## src/rtl/id_ex_stage.sv

```systemverilog
// ID/EX pipeline register with load-use hazard detection and WB->ID bypass; 1-cycle latency.
// Backpressure: stall_d (combinational) holds PC and IF/ID for one cycle; stall or flush injects a bubble.
module id_ex_stage #(
   parameter int DATA_W = 32,
   parameter int REG_AW = 5
) (
   input  logic              clk,
   input  logic              rst_n,
   input  logic              valid_d,
   input  logic [8:0]        ctrl_d,
   input  logic [5:0]        op_d,
   input  logic [5:0]        func_d,
   input  logic [DATA_W-1:0] rdata1_d,
   input  logic [DATA_W-1:0] rdata2_d,
   input  logic [DATA_W-1:0] imm_d,
   input  logic [4:0]        shamt_d,
   input  logic [REG_AW-1:0] rs_d,
   input  logic [REG_AW-1:0] rt_d,
   input  logic [REG_AW-1:0] rd_d,
   input  logic [DATA_W-1:0] pc4_d,
   input  logic              wb_we,
   input  logic [REG_AW-1:0] wb_addr,
   input  logic [DATA_W-1:0] wb_data,
   input  logic              flush_e,
   output logic              stall_d,
   output logic              valid_e,
   output logic [8:0]        ctrl_e,
   output logic [5:0]        op_e,
   output logic [5:0]        func_e,
   output logic [DATA_W-1:0] rdata1_e,
   output logic [DATA_W-1:0] rdata2_e,
   output logic [DATA_W-1:0] imm_e,
   output logic [4:0]        shamt_e,
   output logic [REG_AW-1:0] rs_e,
   output logic [REG_AW-1:0] rt_e,
   output logic [REG_AW-1:0] rd_e,
   output logic [DATA_W-1:0] pc4_e
);

   // ctrl bit order: {regWrite,memToReg,memWrite,memRead,branch,shiftD,aluSrc,regDst,isJAL}
   localparam int MEMREAD_BIT = 5;

   typedef struct packed {
      logic              valid;
      logic [8:0]        ctrl;
      logic [5:0]        op;
      logic [5:0]        func;
      logic [DATA_W-1:0] rdata1;
      logic [DATA_W-1:0] rdata2;
      logic [DATA_W-1:0] imm;
      logic [4:0]        shamt;
      logic [REG_AW-1:0] rs;
      logic [REG_AW-1:0] rt;
      logic [REG_AW-1:0] rd;
      logic [DATA_W-1:0] pc4;
   } ex_t;

   ex_t  ex_q, ex_d;
   logic byp1, byp2, stall, bubble;

   always_comb begin
      ex_d  = '0;
      byp1  = wb_we && (wb_addr != '0) && (wb_addr == rs_d);
      byp2  = wb_we && (wb_addr != '0) && (wb_addr == rt_d);
      // A flush kills the ID instruction upstream, so it never needs holding.
      stall = ex_q.valid && ex_q.ctrl[MEMREAD_BIT] && (ex_q.rt != '0) && valid_d &&
              ((ex_q.rt == rs_d) || (ex_q.rt == rt_d)) && !flush_e;
      bubble = flush_e || stall;

      ex_d.rdata1 = byp1 ? wb_data : rdata1_d;
      ex_d.rdata2 = byp2 ? wb_data : rdata2_d;
      ex_d.imm    = imm_d;
      ex_d.shamt  = shamt_d;
      ex_d.rs     = rs_d;
      ex_d.rt     = rt_d;
      ex_d.rd     = rd_d;
      ex_d.pc4    = pc4_d;

      if (bubble) begin
         ex_d.valid = 1'b0;
         ex_d.ctrl  = '0;
         ex_d.op    = '0;
         ex_d.func  = '0;
      end else begin
         ex_d.valid = valid_d;
         ex_d.ctrl  = valid_d ? ctrl_d : '0;
         ex_d.op    = op_d;
         ex_d.func  = func_d;
      end
   end

   always_ff @(posedge clk or negedge rst_n) begin
      if (!rst_n) ex_q <= '0;
      else        ex_q <= ex_d;
   end

   assign stall_d  = stall;
   assign valid_e  = ex_q.valid;
   assign ctrl_e   = ex_q.ctrl;
   assign op_e     = ex_q.op;
   assign func_e   = ex_q.func;
   assign rdata1_e = ex_q.rdata1;
   assign rdata2_e = ex_q.rdata2;
   assign imm_e    = ex_q.imm;
   assign shamt_e  = ex_q.shamt;
   assign rs_e     = ex_q.rs;
   assign rt_e     = ex_q.rt;
   assign rd_e     = ex_q.rd;
   assign pc4_e    = ex_q.pc4;

endmodule

```

## config.mk

```make
export PLATFORM = sky130hd
export DESIGN_NAME = id_ex_stage
export DESIGN_NICKNAME = d
export VERILOG_FILES = /design/src/rtl/id_ex_stage.sv
export SDC_FILE = /design/constraint.sdc
export NUM_CORES = 1
export LEC_CHECK = 0
export ABC_AREA = 1
export BUFFER_PORTS_ARGS = -buffer_cell sky130_fd_sc_hd__clkbuf_2
export CAP_MARGIN = 5
export CORE_AREA = 2 2 147 149
export CTS_BUF_LIST = sky130_fd_sc_hd__clkbuf_4
export CTS_CLUSTER_DIAMETER = 80
export DETAILED_ROUTE_END_ITERATION = 16
export DIE_AREA = 0 0 149 151
export GPL_ROUTABILITY_DRIVEN = 0
export PLACE_DENSITY = 0.59
export SETUP_SLACK_MARGIN = 0.4
export SLEW_MARGIN = 25
export SYNTH_ARGS = -nofsm -noshare
export SYNTH_HDL_FRONTEND = slang
export SYNTH_SLANG_ARGS = --single-unit
export TNS_END_PERCENT = 1
```

## constraint.sdc

```tcl
create_clock -name clk -period 1.31 [get_ports clk]
set_clock_uncertainty 0.2 [all_clocks]
set_input_delay 0.131 -clock clk [delete_from_list [all_inputs] [get_ports clk]]
set_output_delay 0.131 -clock clk [all_outputs]
set_load 0.005 [all_outputs]
```

# After elaboration in Yosys (flattened, before gate mapping)
# Cells that the tools add are included.
# word_totals
ff_bits	170
in_bits	211
out_inout_bits	171
wordCells	33
# classes
n_eq_ne	4
mux	4
n_reduce_logical	13
# op_table
cell	count
32-bit two-way mux	2
22-bit two-way mux	1
5-bit == test	4
5-bit nonzero test	2
9-bit two-way mux	1
1-bit logical AND	8
1-bit logical OR	2
1-bit zero test	1

# Longest topological paths before layout
# Gate-level depths: netlist of the first run.
# depth
ltp_word	7
ltp_mapped	10

# Least setup slack after synthesis of the first run
# OpenSTA, ideal clock, no wires.
# synth_path
kind	reg2reg
start	reg ex_q (netlist bit rt_e[0])
end	reg ex_q (netlist bit ctrl_e[0])
t_arrival_ns	1.128
required_time_ns	0.990
setup_slack_ns	-0.138
path_stages_with_launch	10
cell_sequence	dfrtp_1 -> nor2_1 -> nor2_1 -> nor2_1 -> nand3_1 -> nand2_1 -> nand2_1 -> nand2_1 -> buf_2 -> nor2_1
# synth_rtl
item	line	rtl
start, declared	58	ex_t ex_q, ex_d;
start signal, assigned	93	if (!rst_n) ex_q <= '0;
start signal, assigned	94	else ex_q <= ex_d;

# Final worst setup path of the first run
# layout_path
start	reg ex_q (netlist bit rt_e[0])
end	out stall_d
# layout_between
elab_chain_len	5
# layout_rtl
item	line	rtl
5-bit nonzero test	66	stall = ex_q.valid && ex_q.ctrl[MEMREAD_BIT] && (ex_q.rt != '0) && valid_d &&
1-bit logical AND (2 in series)	66	
1-bit logical AND (*)	66	
1-bit logical AND (*)	67	((ex_q.rt == rs_d) || (ex_q.rt == rt_d)) && !flush_e;
end, declared	25	output logic stall_d,
# Every way passes the cells marked *; elsewhere a longest branch is shown, timed or not.

==> results.yml, run 1 <==
clock_network:
  clockBufferDepth: 2
  cts_buffers: 17
  htreeDepth: 4
  root_buffer: "clkbuf_4"
  clock_sinks: 170
  cts_tree: "done"
  clkLatencyLatePin_ns: 0.53
  clk_pin_slew_ns: 0.16
power_and_ir_drop:
  leakagePower_nw: 5.86
  total_power_mw: 10.5
  p_comb_share_pct: 18.0
  power_density_nw_per_um2: 962
  p_int_mw: 7.45
  switching_share_pct: 28.8
  pwr-share-clk_pct: 28.2
  p_seq_share_pct: 53.8
  p_switching_mw: 3.02
  ir_drop_v: 0.000467
setup_path:
  crit_path_start_kind: "flop"
  critPathSlowestCell: "dfrtp_2"
  reg2reg_from: "rt_e[0]"
  path_cells: "buf_4 -> nor2_1 -> nand4_1 -> nand4_1 -> inv_2 -> nand2_2 -> nor2_1 -> buf_2"
  critical_path_class: "flop to output pin"
  setup.worst_path.end_class: "output pin"
  crit_fanout: 6
  cp.arrival_ns: 1.73
  critPathRequiredTime_ns: 0.98
  startpoint: "rt_e[0]"
  max_stage_delay_ns: 0.48
min_path:
  hold_path.class: "input pin to async pin"
sta:
  fin_ws_ns: -0.749
  finalHoldViolCount: 187
  finalSetupViolCount: 193
  fmax_mhz: 486
  layout_min_cycle_time_ns: 2.06
  holdWs_ns: -0.759
  grt_setup_unrepaired: "yes"
  fin_crit_sh_pct: 157
  relSlewSlack_pct: 78.0
  report.final.slew_viol_count: 0
  worstMarginPinSlew_ns: 0.330
grt:
  track_usage_pct: 18.5
  grt_pass1_vias: 6302
  antenna_found_initial: 1
  grt_max_degree: 41
  grt_overflow: 0
  grt_pass1_wl_um: 31900
logic_synthesis:
  yosysWarnings: 0
  ys_seq_elements: 170
  synth.avg_cell_area_um2: 11.5
  syn-cell-area_um2: 5810
  syn-num-nets: 716
  ys_types: 16
  ys_seq_area_share_pct: 73.3
  synth_cells: 505
placement:
  dp_hpwl_um: 14700
  io_buffers: 381
  place_ws_ns: -0.209
routing:
  vias: 5990
  drt_wl_total_um: 21700
  drtAntennaViolNets: 0
  wl_per_cell_um: 15.3
  vias_per_cell: 4.21
  drtIter0Drc: 256
  first_pass_iters: 6
  route.detailed.drc: 0
outcome:
  outcome: "finished with violations"
  violations: "hold timing, setup timing"
floorplanning:
  design.die.area_um2: 22500
  io_pins: 382
  initial_utilization_pct: 27.9
  dieHeight_um: 151
  die_w_um: 149
  rows: 53
  core_um2: 20800
final_layout:
  nets: 1345
  final_cell_mix: "clkbuf_2, dlygate4sd3_1, dfrtp_1, nand2_1, nand3_1"
  final_common_cell: "clkbuf_2"
  area_growth_pct: 87.4
  drive_gt1_share_pct: 43.2
  final_util_pct: 52.2
run:
  maxCapViolations: 0
==> power groups by stage <==
stage / sequential (mW) / clock (mW) / combinational (mW)
global placement: 5.72 / 0 / 1.30
floorplan: 5.75 / 0 / 0.318
global route: 5.66 / 3.31 / 2.06
finish: 5.63 / 2.95 / 1.89
CTS: 5.62 / 3.11 / 1.83
detailed placement: 5.72 / 0 / 1.32
==> cell usage after synthesis <==
cell type  instances  area [µm²]
nand4_1            2        12.5
xor2_1             4        35.0
clkbuf_1           7        26.3
buf_6             12         135
nor2_1            34         128
nor3_4             2        32.5
buf_2              2        10.0
nand2_4            3        33.8
dfrtp_1          170        4250
nand2_1          166         623
inv_1             26        97.6
nand3_1           66         330
a21oi_2            2        17.5
xnor2_1            6        52.6
nand3_2            1        10.0
inv_2              2        7.51
==> worst paths after layout <==
kind	endpoint	slack, ns	cells after the start
worst min register to register	func_e[3]	0.66	6
worst min-delay path	ctrl_e[1]	-0.76	1
max in group asynchronous	ctrl_e[5]	0.55	4
min in group clk	rdata2_e[21]	-0.05	6
worst max-delay path	stall_d	-0.75	8
worst max register to register	func_e[2]	-0.30	9
==> registers in the layout (all words and copies together), names as in the netlist <==
signal    cells
rt_e          5
rs_e          5
pc4_e        32
valid_e       1
rd_e          5
ctrl_e        9
op_e          6
shamt_e       5
func_e        6
imm_e        32
rdata2_e     32
rdata1_e     32
==> timing repair <==
| item | 4_1_cts | 5_1_grt |
|---|---|---|
| buffers inserted | 2 | 1 |
| hold endpoints to repair | 340 | 305 |
| hold buffers | 207 | 6 |
| resized for setup | 2 | 59 |
| pin swaps | 3 | 17 |
| endpoints found under the setup margin | 193 | 297 |
==> layout make-up <==
cell class	instances	area, µm²
Fill cell	1819	9940
Inverter	28	105
Clock inverter	15	156
Tap cell	275	344
Clock buffer	17	128
Sequential cell	170	4260
Timing Repair Buffer	631	4490
Multi-Input combinational cell	286	1400
Antenna cell	1	2.50
==> worst max-delay path: cells and delay by family (launching register included) <==
kind	cells	cell delay, ns
flip-flops	1	0.48
AND/OR/NAND/NOR	5	0.41
buffers and inverters	3	0.31
==> stage by stage <==
step                instances  hold slack (ns)  setup TNS (ns)  cell area [µm²]
finish                   1423           -0.759          -18.45            10900
global route             1423           -0.828          -39.11            10900
CTS                      1415           -0.822          -27.96            10700
detailed placement       1174           -0.165          -15.88             8290
global placement         1174           -0.167          -14.61             8290
floorplan                 505           -0.365           -1.59             5820
==> kinds of logic after synthesis <==
family | share of synthesized area (%)
simple gates | 20.2
flops | 73.3
buf+inv | 4.76
xor+xnor | 1.51
compound gates | 0.302
==> per-layer routing <==
layer,GRT usage [%],routed length [µm],up-vias
met2,33.5,11500,259
met4,7.52,613,0
met5,0,0,-
met1,20.8,8150,2865
li1,-,-,2825
met3,4.76,1430,41
(Power assumes the default switching activity.)
==> run 2: changes to the inputs <==
--- a/config.mk
+++ b/config.mk
@@ -5,7 +5,6 @@
 export SDC_FILE = /design/constraint.sdc
 export NUM_CORES = 1
 export LEC_CHECK = 0
-export ABC_AREA = 1
 export BUFFER_PORTS_ARGS = -buffer_cell sky130_fd_sc_hd__clkbuf_2
 export CAP_MARGIN = 5
 export CORE_AREA = 2 2 147 149
@@ -14,6 +13,7 @@
 export DETAILED_ROUTE_END_ITERATION = 16
 export DIE_AREA = 0 0 149 151
 export GPL_ROUTABILITY_DRIVEN = 0
+export HOLD_SLACK_MARGIN = 0.08
 export PLACE_DENSITY = 0.59
 export SETUP_SLACK_MARGIN = 0.4
 export SLEW_MARGIN = 25
==> results.yml, run 2 <==
floorplanning:
  dieHeight_um: 151
  io_pins: 382
  design.die.area_um2: 22500
  initial_utilization_pct: 28.0
  rows: 53
  die_w_um: 149
  core_um2: 20800
sta:
  holdWs_ns: -0.191
  relSlewSlack_pct: 46.4
  worstMarginPinSlew_ns: 0.801
  grt_setup_unrepaired: "yes"
  finalSetupViolCount: 258
  finalHoldViolCount: 12
  layout_min_cycle_time_ns: 2.21
  fmax_mhz: 453
  report.final.slew_viol_count: 0
  fin_ws_ns: -0.897
  fin_crit_sh_pct: 169
power_and_ir_drop:
  leakagePower_nw: 5.53
  total_power_mw: 10.5
  p_switching_mw: 2.92
  p_seq_share_pct: 53.7
  power_density_nw_per_um2: 957
  pwr-share-clk_pct: 28.5
  ir_drop_v: 0.000523
  switching_share_pct: 27.9
  p_int_mw: 7.55
  p_comb_share_pct: 17.7
logic_synthesis:
  syn-num-nets: 537
  yosysWarnings: 0
  yosys.area.top_type: "dfrtp_1"
  ys_top_cells_by_count: "dfrtp_1, mux2_4, a21oi_1"
  synth_xor_area_share_pct: 3.01
  async_reset_ff_share_pct: 100
  ys_seq_elements: 170
  muxShareOfSynthArea_pct: 16.2
  synth_flop_cell: "dfrtp_1"
  synth-edff-count: 0
  synth_cells: 326
  syn-cell-area_um2: 5820
  synth_top_family_by_area: "multiplexers"
  synth.avg_cell_area_um2: 17.9
  ys_seq_area_share_pct: 73.0
  synth_adder_area_share_pct: 0
  ys_types: 21
  synth-compound-area-share_pct: 2.41
  yosys-top-cells-area: "dfrtp_1, mux2_4, xnor2_1, a21oi_1, nand2b_1"
  netlist.area_leader.share_pct: 73.0
  synth_simple_gate_area_share_pct: 3.76
  synth.most_common_cell: "dfrtp_1"
final_layout:
  fill_cells: 1764
  final_util_pct: 52.5
  multiInputGateArea_um2: 1590
  fin_cells: 1255
  nets: 1176
  seqCellArea_um2: 4260
  final_common_cell: "clkbuf_2"
  final_cell_mix: "clkbuf_2, dlygate4sd3_1, dfrtp_1, mux2_4, buf_4"
  area_growth_pct: 87.7
  drive_gt1_share_pct: 56.0
min_path:
  hold_path.class: "input pin to flop"
  holdPathEnd: "ctrl_e[5]"
  worstHoldPathCells: 4
  hp-start: "valid_d"
setup_path:
  critPathSlowestCell: "dfrtp_1"
  crit_path_start_kind: "flop"
  critical_path_class: "flop to output pin"
  reg2regPathDepth: 8
  crit_fanout: 3
  r2r_end: "func_e[3]"
  critPathRequiredTime_ns: 0.98
  path_cells: "xnor2_1 -> nand3_1 -> o22ai_2 -> buf_4 -> and3b_1 -> clkbuf_2"
  r2r_setup_slack_ns: -0.47
  worst-path-buf-inv: 2
  critical-path-top-delay-family: "flip-flops"
  cp.arrival_ns: 1.88
  startpoint: "rt_e[2]"
  setup.worst_path.end_class: "output pin"
  reg2reg_from: "rt_e[0]"
  max_stage_delay_ns: 0.46
run:
  maxCapViolations: 0
routing:
  drtIter0Drc: 150
  drtAntennaViolNets: 0
  drt_wl_total_um: 20000
  route.detailed.drc: 0
  vias: 5065
  vias_per_cell: 4.04
  wl_per_cell_um: 15.9
  first_pass_iters: 4
outcome:
  violations: "hold timing, setup timing"
  outcome: "finished with violations"
clock_network:
  root_buffer: "clkbuf_4"
  clock_sinks: 170
  htreeDepth: 4
  cts_buffers: 17
  clkLatencyLatePin_ns: 0.54
  clockBufferDepth: 2
  cts_tree: "done"
  clk_pin_slew_ns: 0.16
placement:
  io_buffers: 381
  dp.cells: 1008
  dp_hpwl_um: 13700
grt:
  grt_max_degree: 66
  grt_pass1_wl_um: 29400
  antenna_found_initial: 1
  grt_overflow: 0
  track_usage_pct: 17.1
  grt_pass1_vias: 5666
-- run 2: cells by family after synthesis --
| group | Yosys count |
|---|---|
| DFF | 170 |
| muxes | 64 |
| and+or+nand+nor | 35 |
| AOI/OAI and AO/OA | 25 |
| xor gates and xnor gates | 20 |
| buffers and inverters | 12 |
-- run 2: area by class of cell --
class	instances	area share [%]
well taps	275	3.15
repair buffers	632	40.8
flip-flops and latches	170	39.0
multi-input cells	144	14.5
clock buffers	17	1.17
clock inverters	15	1.40
diodes	2	0.0458
-- run 2: layer usage --
layer  vias up  global-route usage [%]  share of wire (%)
li1       2370                       -                  -
met1      2437                    17.9                 35
met2       223                    32.3                 55
met3        35                    4.76                6.9
met4         0                    7.00                3.0
met5         -                       0                  0
-- run 2: worst max-delay path by stage --
stage          cells past startpoint            to  slack [ns]
6_report                           6       stall_d       -0.90
5_1_grt                            6       stall_d       -1.03
3_5_place_dp                       6   rdata2_e[0]       -0.76
3_3_place_gp                       6   rdata2_e[0]       -0.73
4_1_cts                            6       stall_d       -0.94
2_1_floorplan                      5  rdata1_e[10]       -0.41
-- run 2: metrics by stage --
step	area (µm²)	TNS [ns]	hold slack [ns]	setup slack (ns)
floorplan	5820	-31.93	-0.365	-0.407
global placement	8360	-50.55	-0.225	-0.726
detailed placement	8360	-52.29	-0.227	-0.758
CTS	10800	-36.88	-0.428	-0.936
global route	10900	-51.19	-0.223	-1.03
finish	10900	-28.93	-0.191	-0.897
-- run 2: power groups by stage --
| stage | Combinational, mW | Sequential [mW] | Clock, mW |
|---|---|---|---|
| after floorplan | 0.326 | 5.75 | 0 |
| after global placement | 1.26 | 5.72 | 0 |
| after detailed placement | 1.28 | 5.72 | 0 |
| after CTS | 1.82 | 5.62 | 3.15 |
| after global routing | 2.01 | 5.66 | 3.33 |
| final | 1.86 | 5.63 | 2.98 |
-- run 2: repair_timing --
item                                    CTS  global route
buffers inserted                          6             2
endpoints found under the setup margin  257           427
pin swaps                                 7             6
hold buffers                            202             2
gates resized for setup                  10            26
endpoints found under the hold margin   340           320
gates cloned                              1             0
-- run 2: tightest hold or removal path: stages --
cell and delay, ns:
clkbuf_2 0.09, nand3_1 0.10, a21oi_4 0.06, a21oi_1 0.14
==> run 3: changes to the inputs <==
--- a/config.mk
+++ b/config.mk
@@ -15,6 +15,7 @@
 export GPL_ROUTABILITY_DRIVEN = 0
 export HOLD_SLACK_MARGIN = 0.08
 export PLACE_DENSITY = 0.59
+export REMOVE_ABC_BUFFERS = 1
 export SETUP_SLACK_MARGIN = 0.4
 export SLEW_MARGIN = 25
 export SYNTH_ARGS = -nofsm -noshare
==> results.yml, run 3 (synthesis gave the netlist of run 2 again) <==
grt:
  grt_pass1_wl_um: 29900
  track_usage_pct: 17.6
  grt_pass1_vias: 5664
  grt_max_degree: 38
  grt_overflow: 0
  antenna_found_initial: 0
power_and_ir_drop:
  p_int_mw: 7.74
  pwr-share-clk_pct: 29.5
  power_density_nw_per_um2: 972
  p_switching_mw: 2.90
  p_comb_share_pct: 17.6
  leakagePower_nw: 5.52
  p_seq_share_pct: 52.8
  ir_drop_v: 0.000489
  switching_share_pct: 27.2
sta:
  worstMarginPinSlew_ns: 0.546
  layout_min_cycle_time_ns: 2.21
  finalSetupViolCount: 255
  fin_ws_ns: -0.899
  fmax_mhz: 453
  finalHoldViolCount: 153
  fin_crit_sh_pct: 169
  grt_setup_unrepaired: "yes"
  relSlewSlack_pct: 63.3
  holdWs_ns: -0.721
  report.final.slew_viol_count: 0
final_layout:
  drive_gt1_share_pct: 55.1
  final_cell_mix: "clkbuf_2, dlygate4sd3_1, dfrtp_1, mux2_4, buf_4"
  fill_cells: 1748
  final_common_cell: "clkbuf_2"
  area_growth_pct: 87.9
  nets: 1178
  stdcell_area_um2: 10900
clock_network:
  clkLatencyLatePin_ns: 0.54
  root_buffer: "clkbuf_4"
  clk_pin_slew_ns: 0.16
  clock_sinks: 170
  cts_tree: "done"
  cts_buffers: 17
  clockBufferDepth: 2
  htreeDepth: 4
routing:
  drt_wl_total_um: 20600
  first_pass_iters: 6
  route.detailed.drc: 0
  vias_per_cell: 4.11
  drtIter0Drc: 111
  drtAntennaViolNets: 0
  vias: 5166
  wl_per_cell_um: 16.4
setup_path:
  reg2regPathDepth: 7
  critical_path_class: "flop to output pin"
  reg2reg_from: "rt_e[2]"
  critPathRequiredTime_ns: 0.98
  setup.worst_path.end_class: "output pin"
  r2r_setup_slack_ns: -0.52
  cp.arrival_ns: 1.88
  r2r_end: "ctrl_e[3]"
  crit_fanout: 3
  crit_path_start_kind: "flop"
floorplanning:
  dieHeight_um: 151
  core_um2: 20800
  rows: 53
  design.die.area_um2: 22500
  initial_utilization_pct: 28.0
  die_w_um: 149
  io_pins: 382
placement:
  place_ws_ns: -0.785
  postPlaceCellArea_um2: 8350
  io_buffers: 381
  dp_hpwl_um: 13900
outcome:
  outcome: "finished with violations"
  violations: "hold timing, setup timing"
run:
  maxCapViolations: 0
min_path:
  hold_path.class: "input pin to async pin"
-- run 3: what timing repair did --
action                                  in CTS  in global routing
gates cloned                                 2                  0
hold endpoints to repair                   340                333
hold buffers                               204                  4
endpoints found under the setup margin     257                284
buffers inserted                             4                  1
gates resized for setup                     30                 11
pin swaps                                   11                  2
-- run 3: per-stage QoR --
step | cells | TNS, ns | utilization [%] | total power [mW]
after floorplan | 314 | -109.39 | - | 6.07
after global placement | 1008 | -50.23 | 40.1 | 6.99
after detailed placement | 1008 | -51.42 | 40.1 | 7.01
after CTS | 1250 | -36.41 | 52.3 | 10.8
after global routing | 1255 | -48.37 | 52.5 | 11.2
final | 1256 | -27.96 | 52.6 | 10.6
-- run 3: worst max path at each step --
| stage | from | endpoint | slack (ns) | cells after the start |
|---|---|---|---|---|
| 2_1_floorplan | rs_d[4] | rdata1_e[0] | -1.54 | 4 |
| 3_3_place_gp | wb_addr[4] | rdata2_e[0] | -0.76 | 6 |
| 3_5_place_dp | rt_d[0] | rdata2_e[0] | -0.78 | 6 |
| 4_1_cts | rt_e[4] | stall_d | -0.84 | 5 |
| 5_1_grt | rt_e[2] | stall_d | -1.06 | 5 |
| 6_report | rt_e[2] | stall_d | -0.90 | 5 |
-- run 3: power groups by stage --
stage	sequential (mW)	combinational [mW]	clock [mW]
floorplan	5.75	0.317	0
global placement	5.71	1.28	0
detailed placement	5.72	1.29	0
CTS	5.62	1.85	3.29
global route	5.65	2.02	3.52
finish	5.62	1.88	3.14
-- run 3: cell type report --
class / instances / area, µm² / area share (%)
repair buffers: 634 / 4500 / 41.1
flip-flops and latches: 170 / 4250 / 38.9
multi-input cells: 144 / 1540 / 14.1
well taps: 275 / 344 / 3.14
clock inverters: 15 / 176 / 1.61
clock buffers: 17 / 128 / 1.17
diodes: 1 / 2.50 / 0.0229
-- run 3: layer usage --
metal	global-route usage (%)	up-vias	wire [µm]
li1	-	2382	-
met1	19.3	2516	7700
met2	32.4	250	10900
met3	6.17	18	1660
met4	4.81	0	265
met5	0	-	0
-- run 3: critical path: stages, from the launching register on --
cell	delay [ns]
dfrtp_1	0.46
xnor2_1	0.22
nand3_1	0.17
o22ai_2	0.20
and3b_1	0.18
clkbuf_2	0.11
